**src/rtl/gray_ctrl_pkg.sv**
```systemverilog
// Shared types and helpers for the Gray-code counter sequencer.
package gray_ctrl_pkg;

   typedef enum logic [1:0] {
      IDLE = 2'd0,
      RUN  = 2'd1,
      HOLD = 2'd2,
      DONE = 2'd3
   } state_e;

   localparam logic DIR_UP   = 1'b1;
   localparam logic DIR_DOWN = 1'b0;

   localparam int MAX_W = 32;

   // Binary-to-Gray conversion of the low 'width' bits; bits above 'width' are cleared.
   function automatic logic [MAX_W-1:0] bin2gray(input logic [MAX_W-1:0] bin,
                                                 input int unsigned      width);
      logic [MAX_W-1:0] mask;
      if (width >= MAX_W) mask = '1;
      else                mask = (MAX_W'(1) << width) - MAX_W'(1);
      return (bin ^ (bin >> 1)) & mask;
   endfunction

endpackage

```
**src/rtl/gray_updown_core.sv**
```systemverilog
// Binary up/down counter (natural wrap over 2**W) with registered Gray-code output.
module gray_updown_core
   import gray_ctrl_pkg::*;
#(
   parameter int W = 3
) (
   input  logic         clk,
   input  logic         rst,
   input  logic         en,
   input  logic         dir,
   output logic [W-1:0] gray_out
);

   logic [W-1:0] bin_q, bin_d;
   logic [W-1:0] gray_q, gray_d;

   always_comb begin
      bin_d = bin_q;
      if (en) begin
         if (dir == DIR_UP) bin_d = bin_q + W'(1);
         else               bin_d = bin_q - W'(1);
      end
      gray_d = W'(bin2gray(MAX_W'(bin_d), W));
   end

   always_ff @(posedge clk) begin
      if (rst) begin
         bin_q  <= '0;
         gray_q <= '0;
      end else begin
         bin_q  <= bin_d;
         gray_q <= gray_d;
      end
   end

   assign gray_out = gray_q;

endmodule

```
**src/rtl/gray_counter_ctrl.sv**
```systemverilog
// Command-driven sequencer stepping a Gray counter N positions with pause/abort.
// Optional adjacency checker compiled in when GRAY_CTRL_CHECK_EN is defined.
module gray_counter_ctrl
   import gray_ctrl_pkg::*;
#(
   parameter int MOD_VALUE = 8,
   parameter int STEP_W    = 8
) (
   input  logic                         clk,
   input  logic                         rst,
   input  logic                         cmd_valid,
   output logic                         cmd_ready,
   input  logic                         cmd_dir,
   input  logic [STEP_W-1:0]            cmd_steps,
   input  logic                         pause,
   input  logic                         abort,
   output logic [$clog2(MOD_VALUE)-1:0] gray_out,
   output logic [STEP_W-1:0]            steps_left,
   output logic                         busy,
   output logic                         done,
   output logic                         err
);

   localparam int W = $clog2(MOD_VALUE);

   state_e              state_q, state_d;
   logic [STEP_W-1:0]   steps_q, steps_d;
   logic                dir_q, dir_d;
   logic                accept;
   logic                active;
   logic                advance;

   assign accept  = cmd_valid & cmd_ready;
   assign active  = (state_q == RUN) || (state_q == HOLD);
   // Abort outranks both pause and the final step.
   assign advance = active & ~pause & ~abort;

   always_ff @(posedge clk) begin
      if (rst) state_q <= IDLE;
      else     state_q <= state_d;
   end

   always_comb begin
      state_d = state_q;
      case (state_q)
         IDLE: begin
            if (accept) state_d = (cmd_steps == '0) ? DONE : RUN;
         end
         RUN, HOLD: begin
            if (abort)                           state_d = DONE;
            else if (pause)                      state_d = HOLD;
            else if (steps_q == STEP_W'(1))      state_d = DONE;
            else                                 state_d = RUN;
         end
         DONE:    state_d = IDLE;
         default: state_d = IDLE;
      endcase
   end

   always_comb begin
      cmd_ready = (state_q == IDLE) & ~rst;
      busy      = active;
      done      = (state_q == DONE);
   end

   always_comb begin
      steps_d = steps_q;
      dir_d   = dir_q;
      if (accept) begin
         steps_d = cmd_steps;
         dir_d   = cmd_dir;
      end else if (advance) begin
         steps_d = steps_q - STEP_W'(1);
      end
   end

   always_ff @(posedge clk) begin
      if (rst) steps_q <= '0;
      else     steps_q <= steps_d;
      dir_q <= dir_d;
   end

   assign steps_left = steps_q;

   gray_updown_core #(.W(W)) u_core (
      .clk      (clk),
      .rst      (rst),
      .en       (advance),
      .dir      (dir_q),
      .gray_out (gray_out)
   );

`ifdef GRAY_CTRL_CHECK_EN
   logic [W-1:0] prev_gray_q;
   logic         adv_q;
   logic         err_q, err_d;

   // The new Gray value lands one cycle after the advance, so compare then.
   always_comb begin
      err_d = err_q;
      if (adv_q && ($countones(prev_gray_q ^ gray_out) != 1)) err_d = 1'b1;
   end

   always_ff @(posedge clk) begin
      if (rst) begin
         err_q <= 1'b0;
         adv_q <= 1'b0;
      end else begin
         err_q <= err_d;
         adv_q <= advance;
      end
      prev_gray_q <= gray_out;
   end

   assign err = err_q;
`else
   assign err = 1'b0;
`endif

endmodule

```
**config.mk**
```make
export PLATFORM = sky130hd
export DESIGN_NAME = gray_counter_ctrl
export DESIGN_NICKNAME = d
export VERILOG_FILES = /design/src/rtl/gray_ctrl_pkg.sv /design/src/rtl/gray_updown_core.sv /design/src/rtl/gray_counter_ctrl.sv
export SDC_FILE = /design/constraint.sdc
export NUM_CORES = 1
export LEC_CHECK = 0
export CAP_MARGIN = 10
export CORE_ASPECT_RATIO = 1.4
export CORE_MARGIN = 5
export CORE_UTILIZATION = 48
export CTS_BUF_LIST = sky130_fd_sc_hd__clkbuf_8
export DETAILED_ROUTE_END_ITERATION = 10
export MAX_ROUTING_LAYER = met4
export PLACE_DENSITY = 0.87
export SLEW_MARGIN = 20
export SYNTH_ARGS = -nofsm -noshare
export SYNTH_HDL_FRONTEND = slang
export SYNTH_SLANG_ARGS = --single-unit
```
**constraint.sdc**
```tcl
create_clock -name clk -period 2.3 [get_ports clk]
set_clock_uncertainty 0.05 [all_clocks]
set_input_delay 0.23 -clock clk [delete_from_list [all_inputs] [get_ports clk]]
set_output_delay 0.23 -clock clk [all_outputs]
set_load 0.01 [all_outputs]
```
# Yosys cells after proc, flatten, opt, wreduce, memory -nomap -nowiden
# Cells that the tools add are included.
[classes] addsub=3 n_eq_ne=5 n_mux=10 bitwise_logic=8 reduce_logical=5
[op_table] op="$mux 8" count=2
[op_table] op="$mux 2" count=5
[op_table] op="$eq 8x1->1 const B" count=1
[op_table] op="$logic_not 8->1" count=1
[op_table] op="$sub 8x1->8 const B" count=1
[op_table] op="$mux 3" count=2
[op_table] op="$pmux 2 s3" count=1
[op_table] op="$and 1x1->1" count=4
[op_table] op="$eq 2x2->1 const B" count=2
[op_table] op="$add 3x1->3 const B" count=1
[op_table] op="$not 1->1" count=3
[op_table] op="$sub 3x1->3 const B" count=1
[op_table] op="$xor 3x2->3" count=1
[op_table] op="$eq 2x1->1 const B" count=1
[op_table] op="$logic_not 2->1" count=1
[op_table] op="$ne 2x2->1 const B" count=1
[op_table] op="$reduce_bool 2->1" count=1
[op_table] op="$reduce_or 2->1" count=1
[op_table] op="$logic_or 1x1->1" count=1
[totals] regBits=17 inputBits=14 out_inout_bits=15 word_cells=36

# Logic depth before layout (Yosys ltp)
# Gate-level depths: netlist (run 1).
[logic_depth] depth_word=6 mapped_depth=7 mapped_depth_nobuf=7

# Hierarchy
# From an unflattened synthesis (run 1), not the netlist that was laid out.
[hier_totals] hier_cells=106 hier_area_um2=925.9
[by_module_without_submodules] mod="gray_counter_ctrl" n_inst=1 cells_each=78 area_each_um2=661.9 seq_area_each_um2=230.2
[by_module_without_submodules] mod="gray_updown_core" n_inst=1 cells_each=28 area_each_um2=264.0 seq_area_each_um2=100.1

# Least setup slack after synthesis (run 1)
# OpenSTA, ideal clock, no wires.
[synth_path] path_type="reg2reg" startpoint="register dir_q" endpoint="register u_core.gray_q[1] (netlist: u_core.gray_out[1])" setup_time_ps=118 arrival_time_ps=1736 required_time_ps=2132 path_slack_ps=396 stages_incl_launch_ff=7 n_path_buf=0 synth_period_minus_slack_ps=1904 cell_sequence="edfxtp_1 inv_1 fa_1 xnor3_1 mux2i_1 xor2_1 nor2_1"
[synth_via] elab_chain_cells=3
[synth_lines] element="start, declared" line_no="gray_counter_ctrl.sv:28" source="logic dir_q, dir_d;"
[synth_lines] element="start signal, assigned" line_no="gray_counter_ctrl.sv:80" source="dir_q <= dir_d;"
[synth_lines] element="$mux 3" line_no="gray_updown_core.sv:20" source="if (dir == DIR_UP) bin_d = bin_q + W'(1);"
[synth_lines] element="$mux 3" line_no="gray_updown_core.sv:19" source="if (en) begin"
[synth_lines] element="$xor 3x2->3" line_no="gray_ctrl_pkg.sv:22" source="return (bin ^ (bin >> 1)) & mask;"
[synth_lines] element="end signal, assigned" line_no="gray_updown_core.sv:32" source="gray_q <= gray_d;"
[synth_lines] element="end, declared" line_no="gray_updown_core.sv:15" source="logic [W-1:0] gray_q, gray_d;"
# Every way passes these cells.
# A chain may end at the register's enable or synchronous reset.

# Final worst setup path (run 1)
# Same ends and word-level chain as after synthesis.

==> results of run 1 <==
[kinds of logic (layout without fill, tap and decap cells)]
| family | after synthesis | count (layout) | share of synthesized area |
|---|---|---|---|
| xor+xnor | 10 | 10 | 0.1006 |
| fa+ha+maj | 6 | 6 | 0.08199 |
| mux | 2 | 2 | 0.01988 |
| flops | 16 | 16 | 0.3280 |
| simple gates | 47 | 47 | 0.2733 |
| other cells | 1 | 1 | 0.003723 |
| buf+inv | 14 | 41 | 0.08819 |
| compound gates | 14 | 14 | 0.1043 |
[state kept, by name, indices dropped and copies added, names as in the netlist]
register,count
dir_q,1
state_q,2
u_core.bin_q,2
steps_left,8
u_core.gray_out,3
[report_power, final]
part           switching, mW  internal [mW]  total, mW
logic                  0.140          0.172      0.312
clock network         0.0975          0.118      0.216
registers             0.0427          0.316      0.358
[cell usage after synthesis (2+ instances only)]
cell type	count
nor2_1	18
dfxtp_1	15
nand2_1	9
inv_1	8
ha_1	5
xnor2_1	5
a211oi_1	4
xor2_1	4
a21oi_1	3
nor4_1	3
a311oi_1	2
buf_4	2
clkbuf_8	2
mux2i_1	2
nand3b_1	2
nand4b_1	2
nor3_1	2
o211ai_1	2
[layout make-up]
class,instances,share of cell area
multi-input cells,80,0.4506
flip-flops and latches,16,0.2531
repair buffers,29,0.2186
clock buffers,3,0.03164
inverters,8,0.02301
well taps,21,0.02013
clock inverters,1,0.002876
[critical path, stage by stage, from the launching register on]
cell,delay (ns)
edfxtp_1,0.40
inv_1,0.08
fa_1,0.57
xnor3_1,0.39
mux2i_1,0.19
xor2_1,0.16
nor2_1,0.05
[layout by cell type, fill, tap and decap left out, types with 3 or more instances in the layout]
master,instances
clkdlybuf4s50_1,27
nor2_1,18
dfxtp_1,15
inv_1,9
nand2_1,9
xnor2_1,5
ha_1,5
a211oi_1,4
xor2_1,4
a21oi_1,3
nor4_1,3
clkbuf_8,3
[how the worst min path moves through the flow]
| stage | from | end | slack, ns | depth (start not counted) |
|---|---|---|---|---|
| after global routing | u_core.bin_q[1] | u_core.bin_q[1] | 0.49 | 2 |
| after global placement | u_core.bin_q[1] | u_core.bin_q[1] | 0.44 | 2 |
| after CTS | u_core.bin_q[1] | u_core.bin_q[1] | 0.47 | 2 |
| after floorplan | cmd_dir | dir_q | 0.28 | 0 |
| after detailed placement | u_core.bin_q[1] | u_core.bin_q[1] | 0.46 | 2 |
| final | u_core.bin_q[1] | u_core.bin_q[1] | 0.46 | 2 |
[layer usage]
| layer | global-route usage | up-vias | wire length (µm) |
|---|---|---|---|
| met5 | - | - | 0 |
| li1 | - | 433 | - |
| met1 | 0.1745 | 410 | 919 |
| met2 | 0.2761 | 36 | 1194 |
| met4 | 0.1212 | 0 | 98 |
| met3 | 0.03256 | 10 | 158 |
==> impl_results.md, run 1 <==
* Min-Delay Path Class: register to register
* Final Cell Area at 1305 µm²
* Final setup viols at 0
* Total power at 886.3 µW
* Post-cts resize count at 0
* Arrival @ worst endpoint at 2.09 ns
* Non-filler cells, final at 158
* FF+latch count, synth at 16
* DRC violation count after routing at 0
* Die ar. at 3128 µm²
* Post-synth EDFFs at 1
* Setup crit start: dir_q
* Vias per std cell at 5.627
* Power per cell area at 679.1 nW/µm²
* Post-Place Cells at 154
* Worst R2R End: u_core.gray_out[1]
* H-tree Lvls at 1
* RSZ-0062 raised after global routing: false
* Fin util at 0.6535
* F_max at 502.8 MHz
* Final Cycle Share at 0.8647
* I/O pin count at 29
* Core Box Area at 1997 µm²
* Register area share after synthesis at 0.3280
* Worst skew pair latency at 0.25 ns
* DP Wirelength at 1.753 mm
* Synth top area cells: dfxtp_1, nor2_1, ha_1, xnor2_1, xor2_1
* VDD IR max at 0.0003653 V
* Area Growth Syn to Fin at 29.57%
* GRT Residual Overflow at 0
* First-pass GRT wire length at 3.974 mm
* Die width at 48.72 µm
* Initial antenna violation count at 0
* Initial DRC count at 24
* Chip Height at 64.20 µm
* Worst setup path endpoint: u_core.gray_out[1]
* R2r setup slk at 0.31 ns
* Syn nets at 130
* Ys flop type: dfxtp_1
* Max Cap Viol at 0
* Setup slack after layout at 0.3112 ns
* Total iterations of the first detailed-routing run at 4
* Synth warn at 0
* Post-DP Area at 1260 µm²
* Pin count of the biggest net entering global routing at 17
* Hold_ws at 0.4617 ns
* Pre-CTS setup slack at 0.2913 ns
* Cts hold-fix bufs at 0
* Vias in the first global route at 910
* Critical Path RT at 2.40 ns
* Fin. max-slew vios at 0
* Top cell type's share of synthesized area at 0.2981
* Vias at 889
* Setup CP Type: register to register
* Fraction of layout instances using a drive strength above 1 at 0.07299
* Postcts setup bufs at 0
* Critical Path End Type: register
* Register area at 330.3 µm²
* Routability congestion estimate at 0.7923
* WL final at 2.370 mm
* Fill count at 184
* Min Tclk post-route at 1.989 ns
* Cells after synthesis at 110
* Root Buffer: clkbuf_8
* Final setup TNS at 0 ns
* Routed Antenna Nets at 0
* Row Count at 19
* Initial Utilization at 0.5044
* CP Max Fanout at 3
* Clock sinks at 16
* Final Hold Vio Count at 0
* Outcome: completed
* Post-synthesis instance area at 1007 µm²
* Nets at 158
* Area of the multi-input gates at 588.1 µm²
* Max Buffers Root-to-Sink at 2
* Leading area contributor after synthesis: dfxtp_1
* Total CTS buffers at 3
* Leak at 0.4940 nW
* Post-synth ARST share at 0
* Buffers on Ports at 27
* Total GRT Usage at 0.1673
* WL per Instance at 15.00 µm
* Reg-to-Reg Start: dir_q
* FF-to-FF path depth at 6
* CTS tree: done
* Antenna diodes at 0
* Worst-path clk slew at 0.06 ns
* Critical path launch point type: register
* Syn avg cell area at 9.157 µm²
* Synth unique cells at 38
Power figures use the tool's default switching activity.
==> inputs of run 2 (changes only) <==
HOLD_SLACK_MARGIN = 0.15   (was default)
==> results of run 2 <==
The final DEF is identical to that of run 1; final timing and power are the same.
